===== src/rtl/ppm_tx_scheduler.sv =====
// Purpose: buffers bytes and serialises each as start/8 data (LSB first)/stop, then a guard gap, onto ppm_din.
// Latency: a byte accepted while idle with an empty buffer drives the start bit from the very next edge.
// Backpressure: tx_ready = !full (low during rst); a sender holding tx_valid while full loses nothing.
module ppm_tx_scheduler #(
    parameter int BIT_CYCLES = 1,
    parameter int GAP_CYCLES = 1356,
    parameter int FIFO_DEPTH = 4
) (
    input  logic                          clk,
    input  logic                          rst,
    input  logic [7:0]                    tx_data,
    input  logic                          tx_valid,
    output logic                          tx_ready,
    output logic                          ppm_din,
    output logic                          busy,
    output logic                          frame_done,
    output logic [$clog2(FIFO_DEPTH):0]   fifo_level
);

    localparam int AW   = $clog2(FIFO_DEPTH);
    localparam int MAXC = (BIT_CYCLES > GAP_CYCLES) ? BIT_CYCLES : GAP_CYCLES;
    localparam int CW   = $clog2(MAXC) + 1;

    localparam logic [CW-1:0] BIT_LOAD = CW'(BIT_CYCLES - 1);
    localparam logic [CW-1:0] GAP_LOAD = CW'(GAP_CYCLES - 1);
    localparam logic [AW:0]   LVL_FULL = (AW + 1)'(FIFO_DEPTH);

    typedef enum logic [2:0] {
        S_IDLE,
        S_START,
        S_DATA,
        S_STOP,
        S_GAP
    } state_t;

    // ------------------------------------------------------------------
    // Byte buffer
    // ------------------------------------------------------------------
    logic [7:0]    mem [FIFO_DEPTH];
    logic [AW-1:0] wr_ptr;
    logic [AW-1:0] rd_ptr;
    logic [AW:0]   level;
    logic          full;
    logic          empty;
    logic          push;
    logic          pop;

    assign full       = (level == LVL_FULL);
    assign empty      = (level == '0);
    assign tx_ready   = !full && !rst;
    assign push       = tx_valid && tx_ready;
    assign fifo_level = level;

    // Storage needs no reset; only pointers and level define its contents.
    always_ff @(posedge clk) begin
        if (push) begin
            mem[wr_ptr] <= tx_data;
        end
    end

    // Pointer and occupancy bookkeeping; reset flushes the buffer.
    always_ff @(posedge clk) begin
        if (rst) begin
            wr_ptr <= '0;
            rd_ptr <= '0;
            level  <= '0;
        end else begin
            if (push) begin
                wr_ptr <= wr_ptr + 1'b1;
            end
            if (pop) begin
                rd_ptr <= rd_ptr + 1'b1;
            end
            case ({push, pop})
                2'b10:   level <= level + 1'b1;
                2'b01:   level <= level - 1'b1;
                default: level <= level;
            endcase
        end
    end

    // ------------------------------------------------------------------
    // Frame sequencer
    // ------------------------------------------------------------------
    state_t        state;
    state_t        state_nxt;
    logic [CW-1:0] cnt;
    logic [CW-1:0] cnt_nxt;
    logic [2:0]    idx;
    logic [2:0]    idx_nxt;
    logic [7:0]    shreg;
    logic [7:0]    shreg_nxt;
    logic          din_nxt;

    // Next-state logic; cnt holds the cycles remaining in the current bit or gap.
    always_comb begin
        state_nxt = state;
        cnt_nxt   = cnt;
        idx_nxt   = idx;
        shreg_nxt = shreg;
        pop       = 1'b0;
        case (state)
            S_IDLE: begin
                if (!empty) begin
                    pop       = 1'b1;
                    state_nxt = S_START;
                    cnt_nxt   = BIT_LOAD;
                    shreg_nxt = mem[rd_ptr];
                end
            end
            S_START: begin
                if (cnt == '0) begin
                    state_nxt = S_DATA;
                    cnt_nxt   = BIT_LOAD;
                    idx_nxt   = '0;
                end else begin
                    cnt_nxt = cnt - 1'b1;
                end
            end
            S_DATA: begin
                if (cnt == '0) begin
                    cnt_nxt = BIT_LOAD;
                    if (idx == 3'd7) begin
                        state_nxt = S_STOP;
                    end else begin
                        idx_nxt   = idx + 1'b1;
                        shreg_nxt = {1'b0, shreg[7:1]};
                    end
                end else begin
                    cnt_nxt = cnt - 1'b1;
                end
            end
            S_STOP: begin
                if (cnt == '0) begin
                    state_nxt = S_GAP;
                    cnt_nxt   = GAP_LOAD;
                end else begin
                    cnt_nxt = cnt - 1'b1;
                end
            end
            S_GAP: begin
                if (cnt == '0) begin
                    if (!empty) begin
                        // Back-to-back frame: go straight to the next start bit.
                        pop       = 1'b1;
                        state_nxt = S_START;
                        cnt_nxt   = BIT_LOAD;
                        shreg_nxt = mem[rd_ptr];
                    end else begin
                        state_nxt = S_IDLE;
                    end
                end else begin
                    cnt_nxt = cnt - 1'b1;
                end
            end
            default: begin
                state_nxt = S_IDLE;
            end
        endcase
    end

    // Line level for the upcoming cycle, so ppm_din can be a plain flop.
    always_comb begin
        din_nxt = 1'b1;
        case (state_nxt)
            S_START: din_nxt = 1'b0;
            S_DATA:  din_nxt = shreg_nxt[0];
            default: din_nxt = 1'b1;
        endcase
    end

    // State and registered outputs; reset aborts any frame and idles the line high.
    always_ff @(posedge clk) begin
        if (rst) begin
            state      <= S_IDLE;
            cnt        <= '0;
            idx        <= '0;
            shreg      <= '0;
            ppm_din    <= 1'b1;
            busy       <= 1'b0;
            frame_done <= 1'b0;
        end else begin
            state      <= state_nxt;
            cnt        <= cnt_nxt;
            idx        <= idx_nxt;
            shreg      <= shreg_nxt;
            ppm_din    <= din_nxt;
            busy       <= (state_nxt != S_IDLE);
            frame_done <= (state_nxt == S_GAP) && (cnt_nxt == '0);
        end
    end

endmodule


===== config.mk =====
export PLATFORM = sky130hd
export DESIGN_NAME = ppm_tx_scheduler
export DESIGN_NICKNAME = d
export VERILOG_FILES = /design/src/rtl/ppm_tx_scheduler.sv
export SDC_FILE = /design/constraint.sdc
export NUM_CORES = 1
export LEC_CHECK = 0
export ABC_AREA = 1
export ABC_CLOCK_PERIOD_IN_PS = 5200
export BUFFER_PORTS_ARGS = -buffer_cell sky130_fd_sc_hd__buf_2
export CAP_MARGIN = 10
export CORE_UTILIZATION = 60
export DETAILED_ROUTE_END_ITERATION = 8
export PLACE_DENSITY_LB_ADDON = 0.12
export RECOVER_POWER = 25
export SLEW_MARGIN = 20
export SYNTH_ARGS = -nofsm -noshare
export SYNTH_HDL_FRONTEND = slang
export SYNTH_SLANG_ARGS = --single-unit

===== constraint.sdc =====
create_clock -name clk -period 5.2 [get_ports clk]
set_input_delay 0.26 -clock clk [delete_from_list [all_inputs] [get_ports clk]]
set_output_delay 0.26 -clock clk [all_outputs]
set_load 0.03 [all_outputs]

; ---- Word-level counts from Yosys, hierarchy flattened
; Memory sizes are Yosys's and may differ from the RTL's. A register that Yosys moved wholly into a read port is not among the register bits.
; Cells that the tools add are included.
; W data, S select, Z words.
[classes]
n_addsub = 6
n_eq_ne = 15
mux = 31
n_reduce_logical = 16
[ops]
columns = cell, count
row1 = $mux W12, 4
row2 = $pmux W12 S4, 1
row3 = $mux W8, 4
row4 = $mux W3, 9
row5 = $logic_not A12 Y1, 2
row6 = $pmux W8 S3, 1
row7 = $pmux W3 S5, 1
row8 = $eq A3 B3 Y1 const B, 4
row9 = $pmux W3 S2, 2
row10 = $sub A12 B1 Y12 const B, 1
row11 = $eq A3 B2 Y1 const B, 3
row12 = $ne A2 B2 Y1 const B, 4
row13 = $reduce_and A4 Y1, 2
row14 = $add A3 B1 Y3 const B, 2
row15 = $eq A3 B1 Y1 const B, 2
row16 = $logic_not A3 Y1, 2
row17 = $reduce_bool A3 Y1, 2
row18 = $mux W1, 5
row19 = $add A2 B1 Y2 const B, 2
row20 = $mux W2, 2
row21 = $pmux W1 S2, 2
row22 = $reduce_bool A2 Y1, 2
row23 = $logic_and A1 B1 Y1, 3
row24 = $sub A3 B1 Y3 const B, 1
row25 = other kinds (4), 5
[word_totals]
output_inout_bits = 7
memories = 1
regBits = 36
in_bits = 11
ramBits = 32
word_cells = 80
[mem_list]
columns = name, depth, word_bits, read_ports, rd_ports_with_merged_regs, wr, line_no
row1 = mem, 4, 8, 1, 1, 1, 39  ; logic [7:0] mem [FIFO_DEPTH];

; ---- Logic depth before layout (Yosys ltp)
; Gate-level depths: netlist (run 1).
[depth]
ltp_word = 6
mapped_depth = 16
mapped_depth_nobuf = 15

; ---- Least setup slack after synthesis (run 1)
; Ideal clock, no wire load.
[synth_path]
kind = register to register
start = reg level[0], in the netlist fifo_level[0]
end = reg level[1], in the netlist fifo_level[1]
setup_ps = 70
arrival_time_ps = 2357
path_slack_ps = 2773
stages_incl_launch_ff = 8
cell_sequence = dfxtp_1 > nor2_1 > a21oi_1 > nand2_1 > ha_1 > inv_1 > fa_1 > a21oi_1
[synth_via]
elab_chain_cells = 6
elab_cells_between_ends = 14
[synth_lines]
columns = item, line_no
row1 = "start, declared", 42  ; logic [AW:0] level;
row2 = "start signal, assigned", 75  ; 2'b10: level <= level + 1'b1;
row3 = "start signal, assigned", 76  ; 2'b01: level <= level - 1'b1;
row4 = "start signal, assigned", 77  ; default: level <= level;
row5 = $eq A3 B3 Y1 *, 48  ; assign full = (level == LVL_FULL);
row6 = $logic_not A1 Y1 *, 50  ; assign tx_ready = !full && !rst;
row7 = $logic_and A1 B1 Y1 *, 50
row8 = via tx_ready, 13  ; output logic tx_ready,
row9 = $logic_and A1 B1 Y1 *, 51  ; assign push = tx_valid && tx_ready;
row10 = $eq A2 B1 Y1 or $eq A2 B2 Y1 (tied branches), 74  ; case ({push, pop})
row11 = $pmux W3 S2 or $reduce_bool A2 Y1 (tied branches), --
; Mark *: on every way through the listed nets, which the timed path passes. The rest lies on a longest branch.
; A chain may end at the register's enable or synchronous reset.

; ---- Worst setup path after layout (run 1)
[layout_path]
start = reg cnt[0]
end = reg level[2], in the netlist fifo_level[2]
[layout_via]
elab_chain_cells = 5
elab_cells_between_ends = 7
[layout_lines]
columns = item, line_no
row1 = "start, declared", 87  ; logic [CW-1:0] cnt;
row2 = "start signal, assigned", 184  ; cnt <= cnt_nxt;
row3 = $logic_not A12 Y1 *, 142  ; if (cnt == '0) begin
row4 = $mux W1 *, 142
row5 = $pmux W1 S2 *, 102  ; case (state)
row6 = via pop, 46  ; logic pop;
row7 = $eq A2 B1 Y1 or $eq A2 B2 Y1 (tied branches), 74
row8 = $pmux W3 S2 or $reduce_bool A2 Y1 (tied branches), --
; Marks and branches as above.

==> results of run 1 <==
[cells by family after synthesis]
| group | share of synthesized area |
|---|---|
| AO/OA/AOI/OAI | 0.125 |
| buffers and inverters | 0.0693 |
| adder cells (fa/ha/maj) | 0.0341 |
| flip-flops | 0.489 |
| XOR/XNOR | 0.00249 |
| AND/OR/NAND/NOR | 0.280 |
[state kept, by name, summed over array words and instances, names as in the netlist, named ones only]
signal	flops
mem	32
busy	1
shreg	8
state	3
frame_done	1
rd_ptr	2
idx	3
fifo_level	3
cnt	12
wr_ptr	2
ppm_din	1
[worst min-delay path by stage]
| stage | slack, ns | to | from |
|---|---|---|---|
| finish | 0.15 | mem[3][4]$_DFFE_PP_ | tx_data[4] |
| global route | 0.14 | mem[1][4]$_DFFE_PP_ | tx_data[4] |
| CTS | 0.11 | mem[3][1]$_DFFE_PP_ | tx_data[1] |
| detailed placement | 0.46 | shreg[1]$_SDFFE_PP0P_ | shreg[1]$_SDFFE_PP0P_ |
| global placement | 0.45 | shreg[1]$_SDFFE_PP0P_ | shreg[1]$_SDFFE_PP0P_ |
| floorplan | 0.36 | mem[0][0]$_DFFE_PP_ | tx_data[0] |
[layout by cell type, fill, tap and decap left out, types with 4 or more instances in the layout]
cell type,n
sky130_fd_sc_hd__nand2_1,71
sky130_fd_sc_hd__nor2_1,58
sky130_fd_sc_hd__inv_1,41
sky130_fd_sc_hd__dfxtp_1,38
sky130_fd_sc_hd__edfxtp_1,32
sky130_fd_sc_hd__nand3_1,29
sky130_fd_sc_hd__a21oi_1,26
sky130_fd_sc_hd__o21ai_0,23
sky130_fd_sc_hd__clkbuf_8,10
sky130_fd_sc_hd__buf_2,10
sky130_fd_sc_hd__nand4_1,9
sky130_fd_sc_hd__nand2_2,8
sky130_fd_sc_hd__ha_1,8
sky130_fd_sc_hd__clkbuf_1,7
sky130_fd_sc_hd__o21ai_2,6
sky130_fd_sc_hd__nand2_4,5
sky130_fd_sc_hd__inv_2,5
sky130_fd_sc_hd__o22ai_1,4
sky130_fd_sc_hd__a41oi_1,4
[power by group through the flow]
stage | logic [mW] | registers, mW | clock network [mW]
6_report | 1.03 | 0.750 | 0.383
5_1_grt | 1.18 | 0.765 | 0.418
4_1_cts | 1.03 | 0.750 | 0.392
3_5_place_dp | 1.03 | 0.761 | 0
3_3_place_gp | 1.01 | 0.756 | 0
2_1_floorplan | 0.845 | 0.758 | 0
[cell type report]
type	count	area (sq um)	area share
sequential	70	1720	0.453
multi-input combinational	282	1560	0.409
inverter	48	185	0.0487
clock buffer	10	138	0.0362
tap	72	90.1	0.0237
timing repair buffer	17	76.3	0.0201
clock inverter	6	36.3	0.00954
[cell usage after synthesis (2+ instances only)]
| cell type | n |
|---|---|
| sky130_fd_sc_hd__a21oi_1 | 26 |
| sky130_fd_sc_hd__a21oi_2 | 3 |
| sky130_fd_sc_hd__a41oi_1 | 4 |
| sky130_fd_sc_hd__clkbuf_1 | 7 |
| sky130_fd_sc_hd__dfxtp_1 | 38 |
| sky130_fd_sc_hd__edfxtp_1 | 32 |
| sky130_fd_sc_hd__ha_1 | 8 |
| sky130_fd_sc_hd__inv_1 | 41 |
| sky130_fd_sc_hd__inv_2 | 5 |
| sky130_fd_sc_hd__nand2_1 | 71 |
| sky130_fd_sc_hd__nand2_2 | 8 |
| sky130_fd_sc_hd__nand2_4 | 5 |
| sky130_fd_sc_hd__nand3_1 | 29 |
| sky130_fd_sc_hd__nand3_2 | 3 |
| sky130_fd_sc_hd__nand3b_1 | 2 |
| sky130_fd_sc_hd__nand4_1 | 9 |
| sky130_fd_sc_hd__nor2_1 | 58 |
| sky130_fd_sc_hd__nor2_2 | 3 |
| sky130_fd_sc_hd__nor2_8 | 2 |
| sky130_fd_sc_hd__nor3_1 | 2 |
| sky130_fd_sc_hd__o21a_1 | 2 |
| sky130_fd_sc_hd__o21ai_0 | 23 |
| sky130_fd_sc_hd__o21ai_1 | 2 |
| sky130_fd_sc_hd__o21ai_2 | 6 |
| sky130_fd_sc_hd__o22ai_1 | 4 |
| sky130_fd_sc_hd__or2_2 | 2 |
[critical path, cell delays in order, from the launching register on]
cell,delay [ns]
sky130_fd_sc_hd__dfxtp_1,0.32
sky130_fd_sc_hd__inv_1,0.10
sky130_fd_sc_hd__ha_1,0.24
sky130_fd_sc_hd__nand2_4,0.10
sky130_fd_sc_hd__nor2_8,0.18
sky130_fd_sc_hd__nand2_8,0.10
sky130_fd_sc_hd__nand2_4,0.09
sky130_fd_sc_hd__nand2_1,0.06
sky130_fd_sc_hd__clkinv_1,0.14
sky130_fd_sc_hd__ha_1,0.17
sky130_fd_sc_hd__inv_1,0.07
sky130_fd_sc_hd__fa_1,0.38
sky130_fd_sc_hd__a21oi_1,0.15
sky130_fd_sc_hd__o21ai_0,0.11
sky130_fd_sc_hd__o21ai_0,0.15
sky130_fd_sc_hd__a21oi_1,0.06
[metal layers]
layer  vias to the layer above  GRT usage  wire (um)
met1                      1251      0.333       3100
met4                         0      0.117        175
li1                       1410          -          -
met3                        19     0.0407        337
met5                         -          0          0
met2                        83      0.412       3240
[through the flow]
step           power (mW)  hold slack [ns]  utilization
2_1_floorplan        1.60            0.359            -
3_3_place_gp         1.77            0.450        0.653
3_5_place_dp         1.79            0.462        0.653
4_1_cts              2.18            0.114        0.684
5_1_grt              2.36            0.144        0.682
6_report             2.17            0.149        0.682
==> results.sh, run 1 <==
export IMPL_average_cell_area_after_synthesis_sq_um=8.59
export IMPL_width_of_the_die_um=78.6
export IMPL_grt_overflow_total=0
export IMPL_comb_power_share=0.477
export IMPL_worst_r2r_path_depth=15
export IMPL_timing_max_slew_rel_slack=0.456
export IMPL_die_area_sq_um=6180
export IMPL_p_per_area_nw_per_um2=570
export IMPL_gr_usage_all_layers=0.254
export IMPL_post_synth_top_area_fraction=0.273
export IMPL_cts_setup_buffers=0
export IMPL_layout_drive_gt1_share=0.152
export IMPL_yosys_register_bits=70
export IMPL_grt_first_pass_wirelength_um=11900
export IMPL_fin_cells=505
export IMPL_synth_cells=410
export IMPL_chipHeight_um=78.6
export IMPL_critical_path_endpoint_type="register"
export IMPL_ys_flop_type="sky130_fd_sc_hd__dfxtp_1"
export IMPL_rsz0062_at_grt="no"
export IMPL_ctsRootBufferMaster="sky130_fd_sc_hd__clkbuf_8"
export IMPL_worst_setup_endpoint="fifo_level[2]$_SDFFE_PP0P_"
export IMPL_insertion_delay_ns=0.34
export IMPL_min_path_type="input pin to register"
export IMPL_timing_final_crit_share=0.487
export IMPL_hold_viol_final=0
export IMPL_drv_max_cap_violation_count=0
export IMPL_synth_cell_types=41
export IMPL_synth_async_reset_ratio=0
export IMPL_worst_path_arrival_time_ns=2.76
export IMPL_numPlacedInstances=489
export IMPL_timing_hold_worst_path_depth=1
export IMPL_postLayoutSetupSlackWorst_ns=2.67
export IMPL_post_synth_top_area_cell="sky130_fd_sc_hd__edfxtp_1"
export IMPL_cp_required_ns=5.43
export IMPL_clock_tree_from_tritoncts="built"
export IMPL_netlist_area_sq_um=3520
export IMPL_worst_margin_pin_slew_ns=0.814
export IMPL_cts_buffers_inserted=9
export IMPL_yosysWarningCount=0
export IMPL_post_cts_resized_instances=0
export IMPL_timing_fmax_ghz=0.395
export IMPL_run_status="completed"
export IMPL_area_growth_syn_to_layout_pct=7.99
export IMPL_first_global_vias=2591
export IMPL_cts_clk_slew_worst_paths_ns=0.07
export IMPL_finalNetCount=448
export IMPL_htree_levels=3
export IMPL_post_drt_wl_per_cell_um=13.6
export IMPL_timing_final_setup_violations=0
export IMPL_place_gp_congestion=0.821
export IMPL_total_leakage_power_nw=1.58
export IMPL_antenna_found_initial=0
export IMPL_synth_edff_count=32
export IMPL_internal_dissipation_mw=1.18
export IMPL_drt_wl_total_um=6860
export IMPL_worst_setup_slack_before_clock_tree_synthesis_ns=2.68
export IMPL_number_of_clock_sinks=70
export IMPL_cells_taking_the_most_area_after_synthesis="sky130_fd_sc_hd__edfxtp_1 27%, sky130_fd_sc_hd__dfxtp_1 22%, sky130_fd_sc_hd__nand2_1 7.6%"
export IMPL_peakVddDrop_v=0.000390
export IMPL_reg2reg_to="fifo_level[2]$_SDFFE_PP0P_"
export IMPL_vias=2763
export IMPL_cts_hold_fix_buffers=0
export IMPL_dpl_cell_area_sq_um=3640
export IMPL_antenna_cells_inserted=0
export IMPL_detail_route_antenna_nets=0
export IMPL_path_max_fanout=9
export IMPL_drt_first_pass_iters=5
export IMPL_worst_r2r_startpoint="cnt[0]$_SDFF_PP0_"
export IMPL_pwr_share_seq=0.346
export IMPL_min_period_ns=2.53
export IMPL_remaining_drc_errors=0
export IMPL_timing_final_max_slew_violations=0
export IMPL_hpwl_um=4920
export IMPL_p_switching_uw=982
export IMPL_std_cell_rows=27
export IMPL_launching_element_type_of_the_critical_path="register"
export IMPL_power_share_switching=0.453
export IMPL_portBuffers=17
export IMPL_clock_tree_buffer_depth=2
export IMPL_grt_max_degree=29
export IMPL_power_frac_clock=0.177
export IMPL_layout_filler_cells=462
export IMPL_first_iter_violations=133
export IMPL_critical_path_startpoint="cnt[0]$_SDFF_PP0_"
export IMPL_crit_type="register to register"
export IMPL_io_pins=18
export IMPL_synth_seq_area_share=0.489
export IMPL_floorplan_core_area_sq_um=5570
export IMPL_design_area_sq_um=3800
export IMPL_reg2reg_setup_slack_ns=2.67
export IMPL_final_setup_skew_ns=0.00699
export IMPL_setup_tns_ns=0
export IMPL_routed_via_count_divided_by_cell_count=5.47
export IMPL_starting_density_of_the_core=0.632
export IMPL_syn_nets=430
No activity file was read; power rests on OpenSTA's default activity.
==> run 2, diff against run 1 <==
ABC_CLOCK_PERIOD_IN_PS = 2600   (was 5200)
clock period = 2.6 ns   (was 5.2 ns; I/O delays follow)
==> run 2 against run 1 <==
  * Flip-flop and latch count is the same
  * Clock power grew 140%
  * Combinational power grew 110%
  * Largest cell class unchanged
==> results.sh, run 2 (same netlist as run 1, synthesis figures left out) <==
export IMPL_min_delay_worst_endpoint="wr_ptr[1]$_SDFFE_PP0P_"
export IMPL_final_common_cell="sky130_fd_sc_hd__nand2_1"
export IMPL_top_register="mem"
export IMPL_largestRegisters="mem: 32 flops, cnt: 12 flops, shreg: 8 flops"
export IMPL_die_area_sq_um=6180
export IMPL_grt_overflow_total=0
export IMPL_min_path_type="input pin to register"
export IMPL_cts_buffers_inserted=9
export IMPL_worst_path_arrival_time_ns=2.64
export IMPL_drt_first_pass_iters=5
export IMPL_cts_setup_buffers=0
export IMPL_vias=2816
export IMPL_post_cts_resized_instances=0
export IMPL_drt_wl_total_um=7420
export IMPL_timing_final_setup_violations=0
export IMPL_critical_path_max_stage_delay_ns=0.38
export IMPL_floorplan_core_area_sq_um=5570
export IMPL_peakVddDrop_v=0.000781
export IMPL_cts_clk_slew_worst_paths_ns=0.08
export IMPL_std_cell_rows=27
export IMPL_insertion_delay_ns=0.36
export IMPL_largest_reg_flops=32
export IMPL_number_of_clock_sinks=70
export IMPL_detail_route_antenna_nets=0
export IMPL_min_period_ns=2.39
export IMPL_layout_filler_cells=435
export IMPL_io_pins=18
export IMPL_grt_max_degree=28
export IMPL_launching_element_type_of_the_critical_path="register"
export IMPL_postLayoutSetupSlackWorst_ns=0.205
export IMPL_drv_max_cap_violation_count=0
export IMPL_portBuffers=17
export IMPL_worst_hold_startpoint="tx_valid"
export IMPL_path_max_fanout=9
export IMPL_rsz0062_at_grt="no"
export IMPL_finalHoldWorstSlack_ns=0.254
export IMPL_ctsRootBufferMaster="sky130_fd_sc_hd__clkbuf_8"
export IMPL_first_global_vias=2803
export IMPL_remaining_drc_errors=0
export IMPL_reg2reg_setup_slack_ns=0.21
export IMPL_run_status="completed"
export IMPL_reg2reg_to="fifo_level[2]$_SDFFE_PP0P_"
export IMPL_layout_drive_gt1_share=0.171
export IMPL_antenna_cells_inserted=0
export IMPL_timing_final_max_slew_violations=0
export IMPL_cp_required_ns=2.84
export IMPL_worst_r2r_path_depth=15
export IMPL_gr_usage_all_layers=0.266
export IMPL_path_cells="inv_1 -> ha_1 -> nand2_4 -> nor2_8 -> nand2_8 -> nand2_4 -> nand2_1 -> clkinv_1 -> ha_1 -> inv_1 -> fa_1 -> a21oi_1 -> o21ai_0 -> o21ai_0 -> a21oi_1"
export IMPL_grt_first_pass_wirelength_um=12500
export IMPL_area_growth_syn_to_layout_pct=13.1
export IMPL_worst_path_max_delay_cell="sky130_fd_sc_hd__fa_1"
export IMPL_starting_density_of_the_core=0.632
export IMPL_critical_path_endpoint_type="register"
export IMPL_final_core_utilization=0.714
export IMPL_crit_type="register to register"
export IMPL_worst_setup_slack_before_clock_tree_synthesis_ns=0.207
export IMPL_worst_r2r_startpoint="cnt[0]$_SDFF_PP0_"
export IMPL_setup_tns_ns=0
export IMPL_routed_via_count_divided_by_cell_count=5.39
export IMPL_first_iter_violations=169
export IMPL_hold_viol_final=0
export IMPL_total_leakage_power_nw=1.67
export IMPL_timing_max_slew_rel_slack=0.734
export IMPL_clock_tree_from_tritoncts="built"
export IMPL_clock_tree_buffer_depth=2
export IMPL_width_of_the_die_um=78.6
export IMPL_htree_levels=3
export IMPL_hpwl_um=5140
export IMPL_timing_hold_worst_path_depth=3
export IMPL_post_drt_wl_per_cell_um=14.2
export IMPL_place_gp_congestion=0.866
export IMPL_chipHeight_um=78.6
export IMPL_antenna_found_initial=0
export IMPL_final_setup_skew_ns=0.00694
export IMPL_finalNetCount=465
export IMPL_timing_final_crit_share=0.921
export IMPL_worst_margin_pin_slew_ns=0.398
export IMPL_timing_fmax_ghz=0.418
export IMPL_layout_cells_most_common_list="71 x sky130_fd_sc_hd__nand2_1, 58 x sky130_fd_sc_hd__nor2_1, 41 x sky130_fd_sc_hd__inv_1, 38 x sky130_fd_sc_hd__dfxtp_1, 32 x sky130_fd_sc_hd__edfxtp_1"
export IMPL_p_per_area_nw_per_um2=1150
-- run 2: cell count changes in the layout (fill, tap and decap cells not counted), sizes merged --
| cell | before | now |
|---|---|---|
| clkinv | 5 | 2 |
| inv | 47 | 49 |
| clkbuf | 17 | 16 |
| buf | 10 | 19 |
| dlygate4sd3 | 0 | 8 |
| bufinv | 0 | 1 |
| clkinvlp | 2 | 3 |
-- run 2: stage by stage --
| stage | area, sq um | total power [mW] | std cells |
|---|---|---|---|
| after floorplan | 3520 | 3.21 | 410 |
| after global placement | 3710 | 3.62 | 498 |
| after detailed placement | 3710 | 3.68 | 498 |
| after CTS | 3990 | 4.60 | 522 |
| after global routing | 3980 | 4.93 | 522 |
| final | 3980 | 4.59 | 522 |
-- run 2: area by class of cell --
cell class              count  area [sq um]  area share
flip-flops and latches     70          1720       0.432
multi-input cells         282          1560       0.391
repair buffers             34           224      0.0562
clock inverters             7          81.3      0.0204
well taps                  72          90.1      0.0226
clock buffers               9           124      0.0311
inverters                  48           185      0.0465
-- run 2: worst max path at each step --
stage / startpoint / slack (ns) / depth (start not counted) / end
after floorplan: fifo_level[0]$_SDFFE_PP0P_ / 0.17 / 7 / fifo_level[1]$_SDFFE_PP0P_
after global placement: cnt[0]$_SDFF_PP0_ / 0.29 / 15 / fifo_level[2]$_SDFFE_PP0P_
after detailed placement: cnt[0]$_SDFF_PP0_ / 0.21 / 15 / fifo_level[2]$_SDFFE_PP0P_
after CTS: cnt[0]$_SDFF_PP0_ / 0.20 / 15 / fifo_level[2]$_SDFFE_PP0P_
after global routing: cnt[0]$_SDFF_PP0_ / 0.06 / 15 / fifo_level[2]$_SDFFE_PP0P_
final: cnt[0]$_SDFF_PP0_ / 0.21 / 15 / fifo_level[2]$_SDFFE_PP0P_
-- run 2: critical path, delay by kind of cell, from the launching register on --
family / cells / cell delay [ns]
buffers and inverters: 3 / 0.22
AOI/OAI and AO/OA: 4 / 0.47
DFF: 1 / 0.33
and+or+nand+nor: 5 / 0.51
adders and majority gates: 3 / 0.75
-- run 2: what timing repair did --
item | 4_1_cts | 5_1_grt
hold endpoints to repair | 29 | 0
endpoints found under the setup margin | 0 | 0
hold buffers | 8 | 0
-- run 2: report_power, final --
part / total (mW) / switching, mW / leakage (nW) / internal, mW
combinational: 2.21 / 1.48 / 0.972 / 0.729
clock: 0.911 / 0.456 / 0.0944 / 0.455
sequential: 1.47 / 0.131 / 0.602 / 1.34
-- run 2: metal layers --
layer	part of all wire	GRT usage	routed length [um]
met5	0	0	0
met4	0.024	0.133	175
met3	0.039	0.0430	290
met2	0.49	0.464	3630
met1	0.45	0.316	3320
